[src/rtl/uart_pkg.sv]
// Shared UART definitions: state encoding, frame geometry and the slot-to-data-bit
// mapping that keeps the transmitter and the receiver in step.
package uart_pkg;

    localparam int FRAME_SLOTS          = 10;
    localparam int DATA_BITS            = 8;
    localparam int DEFAULT_CLKS_PER_BIT = 5220;

    typedef enum logic [2:0] {
        ST_IDLE,
        ST_HS_ACK,
        ST_START,
        ST_DATA,
        ST_STOP
    } tx_state_e;

    // Data-phase slot index (0..7, i.e. frame slots 1..8) -> data bit it carries.
    // Slots 1..7 carry data[1]..data[7]; the last data slot carries data[0].
    function automatic logic [2:0] slot_data_bit(input logic [2:0] slot_idx);
        return slot_idx + 3'd1;
    endfunction

    // Reorder a byte so that bit i is the value for data-phase slot i.
    function automatic logic [DATA_BITS-1:0] serial_order(input logic [DATA_BITS-1:0] b);
        logic [DATA_BITS-1:0] r;
        r = '0;
        for (int i = 0; i < DATA_BITS; i++) begin
            r[i] = b[slot_data_bit(3'(i))];
        end
        return r;
    endfunction

endpackage

[src/rtl/baud_divider.sv]
// Bit-slot timer: counts 0..CLKS_PER_BIT-1 and pulses slot_done on the terminal
// count, wrapping to 0. sync_clr holds the counter at 0 while no frame is active.
module baud_divider
    import uart_pkg::*;
#(
    parameter int CLKS_PER_BIT = DEFAULT_CLKS_PER_BIT
) (
    input  logic clk,
    input  logic clr,
    input  logic sync_clr,
    output logic slot_done
);

    localparam int CW = $clog2(CLKS_PER_BIT);
    localparam logic [CW-1:0] TERMINAL = CW'(CLKS_PER_BIT - 1);

    logic [CW-1:0] cnt_q;
    logic [CW-1:0] cnt_d;

    // Next count: clear, wrap on terminal count, else increment.
    always_comb begin
        if (sync_clr || (cnt_q == TERMINAL)) begin
            cnt_d = '0;
        end else begin
            cnt_d = cnt_q + CW'(1);
        end
    end

    assign slot_done = !sync_clr && (cnt_q == TERMINAL);

    // Counter register with asynchronous clear.
    always_ff @(posedge clk or negedge clr) begin
        if (!clr) begin
            cnt_q <= '0;
        end else begin
            // NOTE: sequential state uses non-blocking assignment so every flop
            // samples the pre-edge values, independent of block ordering.
            cnt_q <= cnt_d;
        end
    end

endmodule

[src/rtl/transmitter.sv]
// UART transmitter: accepts one byte per four-phase req/ack handshake and sends a
// 10-slot frame (start, 8 data slots in receiver order, stop) on a registered xmit.
module transmitter
    import uart_pkg::*;
#(
    parameter int CLKS_PER_BIT = DEFAULT_CLKS_PER_BIT
) (
    input  logic       clk,
    input  logic       clr,
    input  logic       req,
    input  logic [7:0] data,
    output logic       ack,
    output logic       busy,
    output logic       xmit
);

    tx_state_e            state_q, state_d;
    logic [DATA_BITS-1:0] shift_q, shift_d;
    logic [2:0]           slot_q, slot_d;
    logic                 ack_q, ack_d;
    logic                 busy_q, busy_d;
    logic                 xmit_q, xmit_d;
    logic                 slot_done;
    logic                 div_clr;

    // Slot timer only runs while a frame is on the line.
    assign div_clr = (state_q == ST_IDLE) || (state_q == ST_HS_ACK);

    baud_divider #(
        .CLKS_PER_BIT(CLKS_PER_BIT)
    ) u_baud_divider (
        .clk      (clk),
        .clr      (clr),
        .sync_clr (div_clr),
        .slot_done(slot_done)
    );

    // Next-state logic for handshake, framing and shift register.
    always_comb begin
        // NOTE: every variable gets its hold value first, so no path through
        // the case statement can leave one unassigned and infer a latch.
        state_d = state_q;
        shift_d = shift_q;
        slot_d  = slot_q;
        ack_d   = ack_q;
        busy_d  = busy_q;
        xmit_d  = xmit_q;
        unique case (state_q)
            ST_IDLE: begin
                if (req) begin
                    shift_d = serial_order(data);
                    ack_d   = 1'b1;
                    busy_d  = 1'b1;
                    state_d = ST_HS_ACK;
                end
            end
            ST_HS_ACK: begin
                if (!req) begin
                    ack_d   = 1'b0;
                    xmit_d  = 1'b0;
                    state_d = ST_START;
                end
            end
            ST_START: begin
                if (slot_done) begin
                    xmit_d  = shift_q[0];
                    shift_d = {1'b0, shift_q[DATA_BITS-1:1]};
                    slot_d  = 3'd0;
                    state_d = ST_DATA;
                end
            end
            ST_DATA: begin
                if (slot_done) begin
                    if (slot_q == 3'd7) begin
                        xmit_d  = 1'b1;
                        state_d = ST_STOP;
                    end else begin
                        xmit_d  = shift_q[0];
                        shift_d = {1'b0, shift_q[DATA_BITS-1:1]};
                        slot_d  = slot_q + 3'd1;
                    end
                end
            end
            ST_STOP: begin
                if (slot_done) begin
                    busy_d  = 1'b0;
                    state_d = ST_IDLE;
                end
            end
            default: begin
                state_d = ST_IDLE;
            end
        endcase
    end

    // State and registered outputs; reset drives the line idle-high at once.
    always_ff @(posedge clk or negedge clr) begin
        if (!clr) begin
            state_q <= ST_IDLE;
            shift_q <= '0;
            slot_q  <= '0;
            ack_q   <= 1'b0;
            busy_q  <= 1'b0;
            xmit_q  <= 1'b1;
        end else begin
            state_q <= state_d;
            shift_q <= shift_d;
            slot_q  <= slot_d;
            ack_q   <= ack_d;
            busy_q  <= busy_d;
            xmit_q  <= xmit_d;
        end
    end

    assign ack  = ack_q;
    assign busy = busy_q;
    assign xmit = xmit_q;

endmodule
[config.mk]
export PLATFORM = sky130hd
export DESIGN_NAME = transmitter
export DESIGN_NICKNAME = d
export VERILOG_FILES = /design/src/rtl/uart_pkg.sv /design/src/rtl/baud_divider.sv /design/src/rtl/transmitter.sv
export SDC_FILE = /design/constraint.sdc
export NUM_CORES = 1
export LEC_CHECK = 0
export CAP_MARGIN = 0
export CORE_UTILIZATION = 30
export CTS_CLUSTER_DIAMETER = 100
export DETAILED_ROUTE_END_ITERATION = 12
export PLACE_DENSITY = 0.54
export SYNTH_ARGS = -nofsm -noshare
export SYNTH_HDL_FRONTEND = slang
export SYNTH_SLANG_ARGS = --single-unit
[constraint.sdc]
create_clock -name clk -period 3.4 [get_ports clk]
set_input_delay 0.68 -clock clk [delete_from_list [all_inputs] [get_ports clk]]
set_output_delay 0.68 -clock clk [all_outputs]
set_load 0.05 [all_outputs]
==> metrics.yaml, run 1 <==
outcome:
  status: "finished, final reports clean"
grt:
  antenna_found_initial: 0
  globalRouteTotalUtil_pct: 13.0
  grt_pass1_vias: 1126
  overflow: 0
  grt_pass1_wl_microns: 5150
  grt_max_degree: 18
yosys:
  ys_seq_area_share_pct: 49.8
  ys_seq_elements: 30
  synth_flop_cell: "dfrtp_1"
  synthCells: 153
  ys_types: 36
  syn_area_per_cell_sq_um: 9.88
  syn_area_sq_um: 1510
  synth_fp_nets: 167
  ys_async_sr_fraction_pct: 100
  synth_edf_count: 0
  yosysWarnings: 0
sta:
  worstMarginPinSlew_ps: 933
  skew_ps: 2.61
  hold_violations: 0
  rsz0062_at_grt: "no"
  slew_headroom_pct: 37.4
  finalCriticalPeriod_ps: 2290
  finalSetupViolations: 0
  drv_slew: 0
  finalCritPeriodShare_pct: 67.4
  tns_ps: 0
  fmax_mhz: 436
  fin_ws_ps: 1110
worst_hold_path:
  hold_end: "xmit"
  hp-start: "xmit"
  hold_path.class: "flop to flop"
  holdPathStages: 2
finish:
  drive_gt1_share_pct: 8.33
  area_delta_synth_final_pct: 18.6
  layout_commonest_cell: "dfrtp_1"
  fin_cells: 235
  final_cell_mix: "dfrtp_1 (29), nor2_1 (20), nand2_1 (14)"
  fin_nets: 181
  n_antenna_cell: 0
worst_setup_path:
  r2r-end: "slot_q[0]"
  required_ps: 2720
  crit_buf_inv: 1
  start_kind: "flop"
  end_kind: "output port"
  rrSetupSlack_ps: 1200
  cpPeakStageDelay_ps: 800
  path_max_fanout: 3
  arrival_ps: 1610
  crit_path_cell_trace: "clkdlybuf4s50_1"
  slowest_stage: "clkdlybuf4s50_1"
  reg2reg_from: "u_baud_divider.cnt_q[0]"
  criticalPathCategory: "flop to output port"
  path_delay_family: "buffers and inverters"
  r2r_cells: 5
cts:
  cts_resized: 0
  cts_hold_buf: 0
  tritoncts: "yes"
  cts.clk_slew.worst_paths_ps: 60
  clock-root-buffer: "clkbuf_8"
  numCtsBuffers: 5
  clk_latency_ps: 270
  clkSinkCount: 30
  post_cts_buffers: 0
  cts_max_path_buffers: 2
  cts_htree_levels: 2
die:
  dieArea_sq_um: 5330
  initial_core_util_pct: 31.6
  core-area_sq_um: 4790
  ios: 14
  fp.dieH_microns: 73.0
  fp.dieW_microns: 73.0
  row_count: 25
flow_run:
  maxCapViolCount: 0
pwr:
  power_mw: 1.10
  powerDensity_nw_per_um2: 615
  peakVddDrop_uv: 293
  p_leak_nw: 0.753
route:
  num_vias: 1181
  wl_per_cell_microns: 13.2
  drcViolationCount: 0
  vias_per_cell: 5.03
  dr.pass1.iters: 5
  drt_iter0_markers: 28
  postRouteAntennaNets: 0
  totalWireLength_microns: 3110
placement:
  portBuffers: 13
  pre_cts_slack_ps: 1170
  dp_hpwl_microns: 2150
  routabilityCongestion: 0.782
  dp.cells: 227
synth_stat cells, types with 2 or more instances:
cell	count	area, sq um
o31ai_1	2	15.0
nand3_1	10	50.1
inv_1	4	15.0
or4b_1	2	20.0
a21oi_1	2	10.0
o21bai_1	2	15.0
ha_1	3	37.5
xor2_1	5	43.8
dfrtp_1	29	726
xnor2_1	6	52.6
o22ai_1	8	50.1
nor2b_1	3	18.8
and3_1	2	12.5
clkbuf_1	6	22.5
nand4_1	6	37.5
o21ai_0	3	15.0
or3_1	2	12.5
nand2_1	14	52.6
a2bb2oi_1	7	61.3
nor3_1	2	10.0
nor2_1	20	75.1
cells by family after synthesis:
logic type,count (synthesis),share of synthesized area (%)
AND/OR/NAND/NOR,68,24.4
AO/OA/AOI/OAI,29,13.4
adder cells (fa/ha/maj),3,2.48
flip-flops,30,49.8
buffers and inverters,12,3.56
XOR/XNOR,11,6.37
per-stage QoR:
| step | cell area [sq um] | hold slack, ps | util, % |
|---|---|---|---|
| floorplan | 1510 | 384 | - |
| global placement | 1700 | 472 | 35.6 |
| detailed placement | 1700 | 490 | 35.6 |
| CTS | 1790 | 499 | 37.5 |
| global route | 1790 | 515 | 37.5 |
| finish | 1790 | 496 | 37.5 |
per-layer routing:
metal | part of all wire, % | up-vias | global-route usage, %
met4 | 0.61 | 0 | 5.23
li1 | - | 569 | -
met3 | 4.3 | 2 | 3.73
met5 | 0 | - | 0
met1 | 48 | 583 | 16.4
met2 | 47 | 27 | 20.8
tightest hold or removal path, stage by stage, from the launching register on:
cell     delay, ps
dfstp_2        380
nand2_1         50
nand3_1         70
state kept, by name, indices dropped and copies added (netlist names):
name and cells:
u_baud_divider.cnt_q 13, xmit 1, shift_q 8, state_q 3
busy 1, ack 1, slot_q 3
how the worst max path moves through the flow:
stage                             from    endpoint  slack, ps  cells after the start
6_report                          xmit        xmit       1110                      1
5_1_grt        u_baud_divider.cnt_q[0]   slot_q[0]       1060                      5
4_1_cts                           xmit        xmit       1090                      1
3_5_place_dp   u_baud_divider.cnt_q[0]   slot_q[0]       1170                      5
3_3_place_gp                       req  shift_q[7]       1260                      5
2_1_floorplan  u_baud_divider.cnt_q[0]        xmit       1760                      5
where the power goes:
| part | total, mW | internal (mW) | switching (mW) | leakage (nW) |
|---|---|---|---|---|
| Clock | 0.295 | 0.163 | 0.132 | 0.0482 |
| Combinational | 0.237 | 0.128 | 0.108 | 0.343 |
| Sequential | 0.572 | 0.463 | 0.109 | 0.362 |
| Total | 1.10 | 0.754 | 0.349 | 0.753 |
final cells by class:
class	instances	area, sq um
fill	472	2990
tap	67	83.8
inverter	4	15.0
clock inverter	1	5.00
sequential	30	752
timing repair buffer	15	145
clock buffer	7	86.3
multi-input combinational	111	706
No activity file was read; power rests on OpenSTA's default activity.
==> run 2: changes to the inputs <==
Settings changed: PLACE_DENSITY 0.54 to 0.56.
Clock period 3.4 ns to 2 ns, I/O delays scaled along.
==> metrics.yaml, run 2 (synthesis results as in run 1) <==
cts:
  clk_latency_ps: 270  # about the same
  tritoncts: "yes"  # unchanged
  cts.clk_slew.worst_paths_ps: 60  # about the same
  clock-root-buffer: "clkbuf_8"  # unchanged
  post_cts_buffers: 0  # unchanged
  clkSinkCount: 30  # unchanged
  cts_htree_levels: 2  # unchanged
  numCtsBuffers: 5  # unchanged
  cts_max_path_buffers: 2  # unchanged
grt:
  overflow: 0  # unchanged
  grt_max_degree: 31  # was 18
  grt_pass1_vias: 1106  # was 1,126
  grt_pass1_wl_microns: 5280  # was 5150 microns
  antenna_found_initial: 0  # unchanged
  globalRouteTotalUtil_pct: 13.2  # was 13.0%
worst_setup_path:
  criticalPathCategory: "flop to output port"  # unchanged
  path_delay_family: "buffers and inverters"  # unchanged
  crit_buf_inv: 1  # unchanged
  path_max_fanout: 3  # unchanged
  arrival_ps: 1470  # was 1610 ps
  start_kind: "flop"  # unchanged
  end_kind: "output port"  # unchanged
  crit_path_cell_trace: "clkdlybuf4s50_1"  # unchanged
  required_ps: 1600  # was 2720 ps
  cpPeakStageDelay_ps: 820  # was 800 ps
  slowest_stage: "clkdlybuf4s50_1"  # unchanged
placement:
  dp_hpwl_microns: 2130  # was 2150 microns
  routabilityCongestion: 0.867  # was 0.782
  portBuffers: 13  # unchanged
  dp.cells: 233  # was 227
outcome:
  status: "finished, final reports clean"  # unchanged
sta:
  finalCritPeriodShare_pct: 93.4
  fmax_mhz: 535
  slew_headroom_pct: 66.1  # was 37.4%
  rsz0062_at_grt: "no"  # unchanged
  finalCriticalPeriod_ps: 1870
  worstMarginPinSlew_ps: 506  # was 933 ps
  drv_slew: 0  # unchanged
  hold_violations: 0  # unchanged
  holdWs_ps: 488  # was 496 ps
  skew_ps: 2.95  # was 2.61 ps
  finalSetupViolations: 0  # unchanged
  tns_ps: 0  # unchanged
flow_run:
  maxCapViolCount: 0  # unchanged
route:
  num_vias: 1175  # was 1,181
  wl_per_cell_microns: 12.6  # was 13.2 microns
  postRouteAntennaNets: 0  # unchanged
  drcViolationCount: 0  # unchanged
  totalWireLength_microns: 3030  # was 3110 microns
  vias_per_cell: 4.90  # was 5.03
  drt_iter0_markers: 32  # was 28
  dr.pass1.iters: 4  # was 5
finish:
  n_antenna_cell: 0  # unchanged
  fin_nets: 187  # was 181
  largestRegisters: "u_baud_divider.cnt_q x13, shift_q x8"  # unchanged
  largest_register_ffs: 13  # unchanged
  drive_gt1_share_pct: 12.1  # was 8.33%
  regArea_sq_um: 752  # unchanged
  fin_cells: 240  # was 235
  final_cell_mix: "dfrtp_1 (29), nor2_1 (20), nand2_1 (14)"  # unchanged
  top_register: "u_baud_divider.cnt_q"  # unchanged
  nFillCells: 467  # was 472
  multi_input_area_sq_um: 713  # was 706 sq um
  layout_commonest_cell: "dfrtp_1"  # unchanged
  area_delta_synth_final_pct: 23.3  # was 18.6%
die:
  initial_core_util_pct: 31.6  # unchanged
  dieArea_sq_um: 5330  # unchanged
  row_count: 25  # unchanged
  fp.dieH_microns: 73.0  # unchanged
  ios: 14  # unchanged
  fp.dieW_microns: 73.0  # unchanged
  core-area_sq_um: 4790  # unchanged
pwr:
  p_leak_nw: 0.792  # was 0.753 nW
  peakVddDrop_uv: 479  # was 293 uV
  powerDensity_nw_per_um2: 1060  # was 615 nW/um^2
worst_hold_path:
  hold_path.class: "flop to flop"  # unchanged
[run 2: cell types whose count changed in the layout (fill, tap and decap cells not counted)]
cell,change
clkinv_2,-1
a21oi_2,-1
buf_4,+7
a21oi_4,+1
clkbuf_1,-1
clkdlybuf4s50_1,-1
bufinv_16,+1
[run 2: layout make-up]
| type | count | share of cell area (%) |
|---|---|---|
| sequential | 30 | 40.3 |
| tap | 67 | 4.50 |
| clock buffer | 6 | 4.43 |
| timing repair buffer | 21 | 10.1 |
| multi-input combinational | 111 | 38.3 |
| inverter | 4 | 0.805 |
| clock inverter | 1 | 1.61 |
[run 2: worst paths after layout]
check                                   startpoint                 endpoint  slack (ps)  cells past startpoint
max                                            ack                      ack         130                      1
min                        u_baud_divider.cnt_q[0]  u_baud_divider.cnt_q[0]         490                      1
max reg2reg                              slot_q[0]               shift_q[7]         170                      6
min reg2reg                u_baud_divider.cnt_q[0]  u_baud_divider.cnt_q[0]         490                      1
max in group asynchronous                      clr                     xmit        1180                      2
min in group asynchronous                      clr               shift_q[1]         510                      2
[run 2: power by group]
part           total, mW  internal, mW  leakage [nW]  switching (mW)
clock network      0.613         0.398        0.0573           0.216
logic              0.396         0.213         0.373           0.183
registers          0.973         0.787         0.362           0.186
[run 2: layer usage]
layer	global-route usage [%]	part of all wire [%]	up-vias
met4	7.84	2.0	0
met2	20.5	48	20
li1	-	-	585
met3	2.49	2.9	5
met1	17.2	47	565
met5	0	0	-
[run 2: metrics by stage]
stage               setup WS, ps  total power [mW]  instance area, sq um  utilization (%)
floorplan                    362              1.27                  1510                -
global placement             125              1.35                  1740             36.4
detailed placement          92.3              1.38                  1740             36.4
CTS                         97.5              2.01                  1860             38.8
global route                23.4              2.11                  1860             39.0
finish                       131              1.98                  1860             39.0
[run 2: timing repair]
item | 4_1_cts | 5_1_grt
setup endpoints to repair | 0 | 8
hold buffers | 0 | 0
resized for setup | 0 | 1
==> run 3: changes to the inputs <==
Settings changed: CORE_UTILIZATION 30 to 50, PLACE_DENSITY 0.56 to 0.81.
==> metrics.yaml, run 3 (synthesis results as in run 1) <==
sta:
  drv_slew: 0  # unchanged
  skew_ps: 3.75  # was 2.95 ps
  holdWs_ps: 449  # was 488 ps
  finalCriticalPeriod_ps: 1930  # was 1870 ps
  tns_ps: 0  # unchanged
  finalCritPeriodShare_pct: 96.5  # was 93.4%
  worstMarginPinSlew_ps: 498  # was 506 ps
  hold_violations: 0  # unchanged
  finalSetupViolations: 0  # unchanged
  fin_ws_ps: 70.7  # was 131 ps
  fmax_mhz: 518  # was 535 MHz
  slew_headroom_pct: 66.7  # was 66.1%
route:
  vias_per_cell: 5.82  # was 4.90
  dr.pass1.iters: 4  # unchanged
  postRouteAntennaNets: 0  # unchanged
  totalWireLength_microns: 2940  # was 3030 microns
  num_vias: 1193  # was 1,175
  drt_iter0_markers: 68  # was 32
  drcViolationCount: 0  # unchanged
  wl_per_cell_microns: 14.4  # was 12.6 microns
cts:
  clk_latency_ps: 330  # was 270 ps
  cts.clk_slew.worst_paths_ps: 100  # was 60 ps
  cts_htree_levels: 2  # unchanged
  cts_resized: 0  # unchanged
  numCtsBuffers: 5  # unchanged
  clkSinkCount: 30  # unchanged
  cts_hold_buf: 0  # unchanged
  post_cts_buffers: 0  # unchanged
  tritoncts: "yes"  # unchanged
  clock-root-buffer: "clkbuf_4"  # was clkbuf_8
  cts_max_path_buffers: 2  # unchanged
worst_setup_path:
  path_max_fanout: 3  # unchanged
  path_delay_family: "buffers and inverters"  # unchanged
  slowest_stage: "clkdlybuf4s50_1"  # unchanged
  crit_path_cell_trace: "clkdlybuf4s50_1"  # unchanged
  cpPeakStageDelay_ps: 810  # was 820 ps
  crit_buf_inv: 1  # unchanged
  end_kind: "output port"  # unchanged
  required_ps: 1600  # about the same
  arrival_ps: 1530  # was 1470 ps
  criticalPathCategory: "flop to output port"  # unchanged
  start_kind: "flop"  # unchanged
grt:
  grt_pass1_vias: 1184  # was 1,106
  antenna_found_initial: 0  # unchanged
  globalRouteTotalUtil_pct: 21.4  # was 13.2%
  grt_pass1_wl_microns: 5270  # was 5280 microns
  grt_max_degree: 31  # unchanged
  overflow: 0  # unchanged
pwr:
  power_mw: 1.75  # was 1.98 mW
  powerDensity_nw_per_um2: 987  # was 1060 nW/um^2
  p_leak_nw: 0.772  # was 0.792 nW
  peakVddDrop_uv: 646  # was 479 uV
die:
  dieArea_sq_um: 3250  # was 5330 sq um
  ios: 14  # unchanged
  initial_core_util_pct: 53.9  # was 31.6%
  fp.dieW_microns: 57.0  # was 73.0 microns
  fp.dieH_microns: 57.0  # was 73.0 microns
  row_count: 19  # was 25
  core-area_sq_um: 2810  # was 4790 sq um
finish:
  final_area_sq_um: 1770  # was 1860 sq um
  fin_util_pct: 63.1  # was 39.0%
  fin_cells: 205  # was 240
  regArea_sq_um: 752  # unchanged
  n_antenna_cell: 0  # unchanged
  fin_nets: 187  # unchanged
  largest_register_ffs: 13  # unchanged
  area_delta_synth_final_pct: 17.1  # was 23.3%
  drive_gt1_share_pct: 12.6  # was 12.1%
  nFillCells: 242  # was 467
  final_cell_mix: "dfrtp_1 (29), nor2_1 (19), nand2_1 (14)"  # was dfrtp_1 (29), nor2_1 (20), nand2_1 (14)
  layout_commonest_cell: "dfrtp_1"  # unchanged
  multi_input_area_sq_um: 716  # was 713 sq um
  largestRegisters: "u_baud_divider.cnt_q x13, shift_q x8"  # unchanged
  top_register: "u_baud_divider.cnt_q"  # unchanged
flow_run:
  maxCapViolCount: 0  # unchanged
placement:
  portBuffers: 13  # unchanged
  routabilityCongestion: 0.883  # was 0.867
  dp_hpwl_microns: 2040  # was 2130 microns
  placed_cell_area_sq_um: 1700  # was 1740 sq um
  dp.cells: 197  # was 233
  pre_cts_slack_ps: 118  # was 92.3 ps
outcome:
  status: "finished, final reports clean"  # unchanged
worst_hold_path:
  hold_path.class: "primary input to async pin"  # was flop to flop
==> run 3: cell type report <==
cell class	count	share of cell area [%]
well taps	31	2.19
inverters	4	0.849
multi-input cells	111	40.5
clock buffers	7	3.11
flip-flops and latches	30	42.5
repair buffers	21	10.6
clock inverters	1	0.283
==> run 3: power by group <==
| part | internal (mW) | switching [mW] |
|---|---|---|
| sequential | 0.785 | 0.180 |
| clock | 0.170 | 0.213 |
| combinational | 0.215 | 0.183 |
==> run 3: worst paths after layout <==
path,start,to,slack (ps),cells after the start
worst max-delay path,busy,busy,70,1
worst min-delay path,clr,busy,450,2
worst max register to register,slot_q[0],shift_q[4],150,6
worst min register to register,u_baud_divider.cnt_q[0],u_baud_divider.cnt_q[0],490,1
max in group asynchronous,clr,xmit,1240,2
min in group clk,u_baud_divider.cnt_q[0],u_baud_divider.cnt_q[0],490,1
==> run 3: per-layer routing <==
layer	track usage [%]	vias to the layer above	part of all wire, %	wire, microns
met4	6.27	0	0.99	29
met5	0	-	0	0
li1	-	584	-	-
met1	27.3	582	46	1360
met2	34.8	23	48	1430
met3	7.48	4	4.2	124
